**config.mk**
```make
export PLATFORM = sky130hd
export DESIGN_NAME = pipelined_fiber_merger
export DESIGN_NICKNAME = d
export VERILOG_FILES = /design/src/rtl/pipelined_fiber_merger_pkg.sv /design/src/rtl/pipelined_fiber_merger_min_tree.sv /design/src/rtl/pipelined_fiber_merger.sv
export SDC_FILE = /design/constraint.sdc
export NUM_CORES = 1
export LEC_CHECK = 0
export BUFFER_PORTS_ARGS = -buffer_cell sky130_fd_sc_hd__buf_4
export CAP_MARGIN = 30
export CORE_ASPECT_RATIO = 1.1
export CORE_MARGIN = 2
export CORE_UTILIZATION = 39
export CTS_CLUSTER_DIAMETER = 150
export CTS_CLUSTER_SIZE = 25
export DETAILED_ROUTE_END_ITERATION = 10
export GPL_TIMING_DRIVEN = 0
export PLACE_DENSITY = 0.58
export SYNTH_ARGS = -nofsm -noshare
export SYNTH_HDL_FRONTEND = slang
export SYNTH_SLANG_ARGS = --single-unit
export TNS_END_PERCENT = 20
```
**constraint.sdc**
```tcl
create_clock -name clock -period 8.8 [get_ports clock]
set_input_delay 1.76 -clock clock [delete_from_list [all_inputs] [get_ports clock]]
set_output_delay 1.76 -clock clock [all_outputs]
set_load 0.05 [all_outputs]
```
**src/rtl/pipelined_fiber_merger_pkg.sv**
```systemverilog
// Shared defaults and helpers for the radix-N fiber merger.
//   DEF_RADIX       : default number of input lanes
//   DEF_COORD_BITS  : default unsigned coordinate width
//   DEF_MERGE_DUPS  : default tie handling (1 = collapse equal coordinates)
//   tree_levels()   : depth of the min-compare tree for a given radix
package pipelined_fiber_merger_pkg;

  localparam int unsigned DEF_RADIX      = 4;
  localparam int unsigned DEF_COORD_BITS = 8;
  localparam int unsigned DEF_MERGE_DUPS = 1;

  // Number of tree levels; never zero so index vectors stay at least 1 bit wide.
  function automatic int unsigned tree_levels(input int unsigned radix);
    return (radix > 1) ? $clog2(radix) : 1;
  endfunction

endpackage

```
**src/rtl/pipelined_fiber_merger_min_tree.sv**
```systemverilog
// Combinational minimum finder over the eligible lanes of the merger.
//   coords     : lane i coordinate at bits [i*COORD_BITS +: COORD_BITS]
//   valid_mask : lanes taking part in the comparison
//   min_coord  : unsigned minimum over eligible lanes (0 if none eligible)
//   pick       : lanes to pop; all tied lanes when MERGE_DUPS=1, else lowest index
module pipelined_fiber_merger_min_tree
  import pipelined_fiber_merger_pkg::*;
#(
  parameter int unsigned RADIX      = DEF_RADIX,
  parameter int unsigned COORD_BITS = DEF_COORD_BITS,
  parameter int unsigned MERGE_DUPS = DEF_MERGE_DUPS
) (
  input  logic [RADIX*COORD_BITS-1:0] coords,
  input  logic [RADIX-1:0]            valid_mask,
  output logic [COORD_BITS-1:0]       min_coord,
  output logic [RADIX-1:0]            pick
);

  localparam int unsigned LW = tree_levels(RADIX);
  localparam int unsigned P  = 1 << LW;

  // Heap-ordered binary tree: leaves at [P, 2P), root at 1. Left wins ties,
  // which gives the lowest-index winner at the root.
  always_comb begin : reduce_tree
    logic [COORD_BITS-1:0] node_c [2*P];
    logic                  node_v [2*P];
    logic [LW-1:0]         node_i [2*P];
    logic                  take_l;

    take_l = 1'b0;
    for (int unsigned n = 0; n < 2*P; n++) begin
      node_c[n] = '0;
      node_v[n] = 1'b0;
      node_i[n] = '0;
    end
    for (int unsigned i = 0; i < RADIX; i++) begin
      node_c[P+i] = coords[i*COORD_BITS +: COORD_BITS];
      node_v[P+i] = valid_mask[i];
      node_i[P+i] = LW'(i);
    end
    for (int unsigned n = P - 1; n >= 1; n--) begin
      take_l    = node_v[2*n] && (!node_v[2*n+1] || (node_c[2*n] <= node_c[2*n+1]));
      node_c[n] = take_l ? node_c[2*n] : node_c[2*n+1];
      node_i[n] = take_l ? node_i[2*n] : node_i[2*n+1];
      node_v[n] = node_v[2*n] || node_v[2*n+1];
    end

    min_coord = node_v[1] ? node_c[1] : '0;
    pick      = '0;
    for (int unsigned i = 0; i < RADIX; i++) begin
      if (MERGE_DUPS != 0) begin
        pick[i] = node_v[1] && valid_mask[i] &&
                  (coords[i*COORD_BITS +: COORD_BITS] == node_c[1]);
      end else begin
        pick[i] = node_v[1] && (node_i[1] == LW'(i));
      end
    end
  end

endmodule

```
**src/rtl/pipelined_fiber_merger.sv**
```systemverilog
// Radix-N sorted-fiber merger with a registered output stage.
//   clock, reset   : rising-edge clock, synchronous active-high reset
//   in_valid/in_coord/in_last/in_ready : per-lane sorted coordinate streams
//   out_valid/out_coord/out_lane_mask/out_last/out_ready : merged ascending stream
// Lanes that delivered their last token sit out until every lane has finished
// the current fiber; the beat that completes the fiber clears all done flags.
module pipelined_fiber_merger
  import pipelined_fiber_merger_pkg::*;
#(
  parameter int unsigned MERGER_RADIX      = DEF_RADIX,
  parameter int unsigned MERGER_COORD_BITS = DEF_COORD_BITS,
  parameter int unsigned MERGE_DUPS        = DEF_MERGE_DUPS
) (
  input  logic                                   clock,
  input  logic                                   reset,
  input  logic [MERGER_RADIX-1:0]                in_valid,
  input  logic [MERGER_RADIX*MERGER_COORD_BITS-1:0] in_coord,
  input  logic [MERGER_RADIX-1:0]                in_last,
  output logic [MERGER_RADIX-1:0]                in_ready,
  output logic                                   out_valid,
  output logic [MERGER_COORD_BITS-1:0]           out_coord,
  output logic [MERGER_RADIX-1:0]                out_lane_mask,
  output logic                                   out_last,
  input  logic                                   out_ready
);

  localparam int unsigned R = MERGER_RADIX;
  localparam int unsigned C = MERGER_COORD_BITS;

  logic [R-1:0] done_q, done_d;
  logic         out_valid_q, out_valid_d;
  logic [C-1:0] out_coord_q, out_coord_d;
  logic [R-1:0] out_lane_mask_q, out_lane_mask_d;
  logic         out_last_q, out_last_d;

  logic [R-1:0] cmp_mask_c, pick_c, term_c;
  logic [C-1:0] min_c;
  logic         decide_c, load_c, fiber_end_c;

  pipelined_fiber_merger_min_tree #(
    .RADIX      (R),
    .COORD_BITS (C),
    .MERGE_DUPS (MERGE_DUPS)
  ) u_min_tree (
    .coords     (in_coord),
    .valid_mask (cmp_mask_c),
    .min_coord  (min_c),
    .pick       (pick_c)
  );

  // Handshake, done tracking and next-state of the output register.
  always_comb begin
    cmp_mask_c  = in_valid & ~done_q;
    // Only decide once every undone lane presents a token: no speculative emit.
    decide_c    = (~done_q != '0) && ((in_valid | done_q) == '1);
    load_c      = decide_c && (!out_valid_q || out_ready) && !reset;
    in_ready    = pick_c & {R{load_c}};
    term_c      = done_q | (pick_c & in_last);
    fiber_end_c = &term_c;

    done_d          = done_q;
    out_valid_d     = out_valid_q;
    out_coord_d     = out_coord_q;
    out_lane_mask_d = out_lane_mask_q;
    out_last_d      = out_last_q;

    if (load_c) begin
      out_valid_d     = 1'b1;
      out_coord_d     = min_c;
      out_lane_mask_d = pick_c;
      out_last_d      = fiber_end_c;
      // Closing beat of a fiber re-arms every lane for the next one.
      done_d          = fiber_end_c ? '0 : term_c;
    end else if (out_ready) begin
      out_valid_d = 1'b0;
    end
  end

  // State and output registers.
  always_ff @(posedge clock) begin
    if (reset) begin
      done_q          <= '0;
      out_valid_q     <= 1'b0;
      out_coord_q     <= '0;
      out_lane_mask_q <= '0;
      out_last_q      <= 1'b0;
    end else begin
      done_q          <= done_d;
      out_valid_q     <= out_valid_d;
      out_coord_q     <= out_coord_d;
      out_lane_mask_q <= out_lane_mask_d;
      out_last_q      <= out_last_d;
    end
  end

  assign out_valid     = out_valid_q;
  assign out_coord     = out_coord_q;
  assign out_lane_mask = out_lane_mask_q;
  assign out_last      = out_last_q;

endmodule
```
==> out/qor.csv <==
stage;metric;value;unit
global_route;total gr overflow;0;
detailed_routing;Remaining DRCs;0;
global_route;GRT Util Overall;26.2;%
timing;final setup violation count;0;
detailed_routing;Routed Antenna Nets;0;
critical_path;Required @ worst endpoint;7.04;ns
yosys;Synth Area per Inst;7.21;sq um
worst_hold_path;hold endpoint;out_coord[5];
power;Max VDD drop;0.0000453;V
worst_hold_path;cell depth of the worst hold path;2;
power;Tot Pwr;363;uW
yosys;Netlist cell types;66;
critical_path;Worst path max stage delay;0.69;ns
yosys;count of warnings emitted by yosys;0;
timing;min cycle time layout;8.65;ns
timing;setup TNS;0;ns
global_route;first-pass GRT wire length;16800;microns
placement;pre-CTS setup slack;0.0755;ns
detailed_routing;routed vias/inst;6.33;
finish;share of layout cells above drive strength 1;20.9;%
finish;fin area;3540;sq um
cts;Worst-Skew Late Latency;0.25;ns
critical_path;critical path cell sequence;buf_4 > inv_1 > ha_1 > nor2b_1 > o211a_1 > o21a_1 > buf_6 > nor4_1 > or2_2 > ha_1 > nand4_1 > o32ai_1 > a21oi_1 > a21o_1 > buf_2 > buf_2 > nor2_1 > a211o_1 > or4b_2 > nor3_2 > buf_4;
die;io pins;61;
yosys;Yosys top cell area share;12.3;%
critical_path;Worst Path Max Fanout;10;
yosys;Post-synth EDFFs;0;
placement;GP Congestion;0.972;
finish;n_diodes;0;
critical_path;r2r endpoint;done_q[3];
detailed_routing;drt first-iter violations;313;
job;total of max-cap violations;0;
critical_path;register-to-register setup slack;3.31;ns
cts;CTS Hold Buffers Added;0;
die;die area;8190;sq um
placement;Inst Count DP;551;
placement;placed inst area;3480;sq um
cts;H-tree lvl count;1;
cts;Root Buffer Master;clkbuf_8;
critical_path;R2R depth;16;
yosys;cell taking the most area after synthesis;dfxtp_1;
cts;CTS tree;built;
detailed_routing;Pre-antenna DRT Iters;5;
critical_path;Critical Path AT;6.89;ns
critical_path;endpoint class of the critical path;output pin;
critical_path;CP max stage cell;or4b_2;
timing;clk_skew;0.00103;ns
timing;Least-Margin Pin Slew;1.01;ns
global_route;initial antenna violation count;0;
cts;clock transition at the registers of the reported paths;0.06;ns
timing;max-slew violations;0;
finish;Area Growth Syn to Fin;21.2;%
cts;CTS max path bufs;2;
detailed_routing;Detailed Route WL;10800;microns
cts;cts bufs inserted;3;
yosys;number of synthesized register bits;18;
die;# rows;33;
yosys;synthesized net count;472;
timing;Max Fclk;116;MHz
critical_path;CP startpoint kind;input port;
yosys;Async SR Flop Fraction;0;%
die;Die Span Y;94.7;microns
cts;Clock Sink Count;18;
placement;port buffer count;59;
yosys;Seq/Total Area, Yosys;12.3;%
global_route;vias in the first global route;3106;
timing;final count of hold timing violations;0;
timing;Max-slew headroom;32.2;%
power;Power Density;103;nW/um^2
critical_path;Critical R2R Launch;done_q[3];
placement;Detailed Place HPWL;8840;microns
finish;fin cells;552;
finish;Final Net Count;534;
yosys;commonest cells in the netlist;a21oi_1 (38), nand2_1 (34), inv_1 (27);
global_route;pin count of the biggest net entering global routing;11;
yosys;Synth Flop Type;dfxtp_1;
yosys;count leader, synth;a21oi_1;
worst_hold_path;HP Start;out_coord[5];
yosys;Post-Synthesis Cells;405;
detailed_routing;vias;3492;
outcome;status;finished, final reports clean;
worst_hold_path;Hold Crit Class;flop to flop;
yosys;Post-Syn Area;2920;sq um
yosys;top post-synthesis cells by area;dfxtp_1 (12%), ha_1 (10%), a21oi_1 (6.5%);
die;core area;7350;sq um
power;P_leak;0.00147;uW
timing;Final Worst Setup Slack;0.152;ns
critical_path;Setup CP Type;input port to output pin;
die;Die X;86.5;microns
timing;Final period util;98.3;%
die;Initial Util;39.7;%
detailed_routing;routed len/inst;19.6;microns
[sequential cells by signal, summed over array words and instances, names as in the netlist]
name	cells
out_lane_mask	4
out_coord	8
out_valid	1
done_q	4
out_last	1
[through the flow]
stage | hold WS (ns) | utilization, %
2_1_floorplan | 0.504 | -
3_3_place_gp | 0.448 | 47.2
3_5_place_dp | 0.454 | 47.3
4_1_cts | 0.463 | 47.9
5_1_grt | 0.478 | 48.1
6_report | 0.460 | 48.1
[cell type report]
type                            count  area (sq um)
Buffer                             16          91.3
Clock buffer                        3          41.3
Fill cell                         798          3810
Inverter                           28           105
Multi-Input combinational cell    341          2390
Sequential cell                    18           360
Tap cell                           87           109
Timing Repair Buffer               59           443
[layer usage]
layer  wire length (microns)  global-route usage [%]
met3                     582                    2.27
met2                    5100                    43.6
met1                    4890                    36.5
met5                       0                       0
met4                     233                    6.64
[placed cells by master (no fill, tap or decap), drive strengths merged, types with 2 or more instances in the layout]
cell type | netlist | routed
a21o | 6 | 6
or3 | 3 | 3
o2111ai | 8 | 8
a21oi | 40 | 40
o21ai | 13 | 13
or2 | 3 | 3
o31a | 3 | 3
nor2 | 21 | 21
and2 | 8 | 8
or4 | 10 | 10
nor4 | 8 | 8
dfxtp | 18 | 18
mux2i | 2 | 2
o21a | 5 | 5
o22ai | 4 | 4
a211oi | 7 | 7
ha | 24 | 24
o211a | 2 | 2
a211o | 4 | 4
nor3 | 20 | 20
o31ai | 8 | 8
xnor2 | 9 | 9
and4 | 5 | 5
o211ai | 13 | 13
a2111o | 2 | 2
nand3 | 13 | 13
buf | 8 | 67
xor2 | 7 | 7
nand2 | 34 | 34
o32ai | 2 | 2
inv | 28 | 28
a2111oi | 2 | 2
nand4 | 13 | 13
nand2b | 4 | 4
a31oi | 11 | 11
clkbuf | 10 | 11
nor2b | 5 | 5
and3 | 7 | 7
[kinds of logic after synthesis]
group | count (synthesis) | synth area share, %
buffers and inverters | 46 | 6.99
xor gates and xnor gates | 16 | 4.80
DFF | 18 | 12.3
muxes | 3 | 1.20
adders and majority gates | 24 | 10.3
AOI/OAI and AO/OA | 138 | 33.0
and+or+nand+nor | 160 | 31.3
[power breakdown]
part           leakage (uW)  internal, uW  switching [uW]  total (uW)
clock network     0.0000216          30.4            25.0        55.3
registers          0.000145          82.4           0.459        82.8
logic               0.00130          82.9             142         225
total               0.00147           196             168         363
[worst max-delay path by stage]
stage | depth (start not counted) | slack [ns] | to | start
floorplan | 18 | 0.41 | in_ready[2] | in_coord[25]
global placement | 22 | 0.07 | in_ready[3] | in_coord[25]
detailed placement | 22 | 0.08 | in_ready[3] | in_coord[25]
CTS | 22 | 0.06 | in_ready[3] | in_coord[25]
global route | 20 | -0.02 | in_ready[3] | in_coord[25]
finish | 21 | 0.15 | in_ready[3] | in_coord[9]
[worst max-delay path: cells and delay by family]
kind,cells,cell delay [ns]
AOI/OAI and AO/OA,6,1.36
adders and majority gates,2,0.51
buffers and inverters,6,1.24
and+or+nand+nor,7,2.01
[timing repair]
| action | in CTS | in global routing |
|---|---|---|
| setup endpoints to repair | 0 | 4 |
| buffers inserted | 0 | 0 |
| resized for setup | 0 | 6 |
Power figures use the tool's default switching activity.
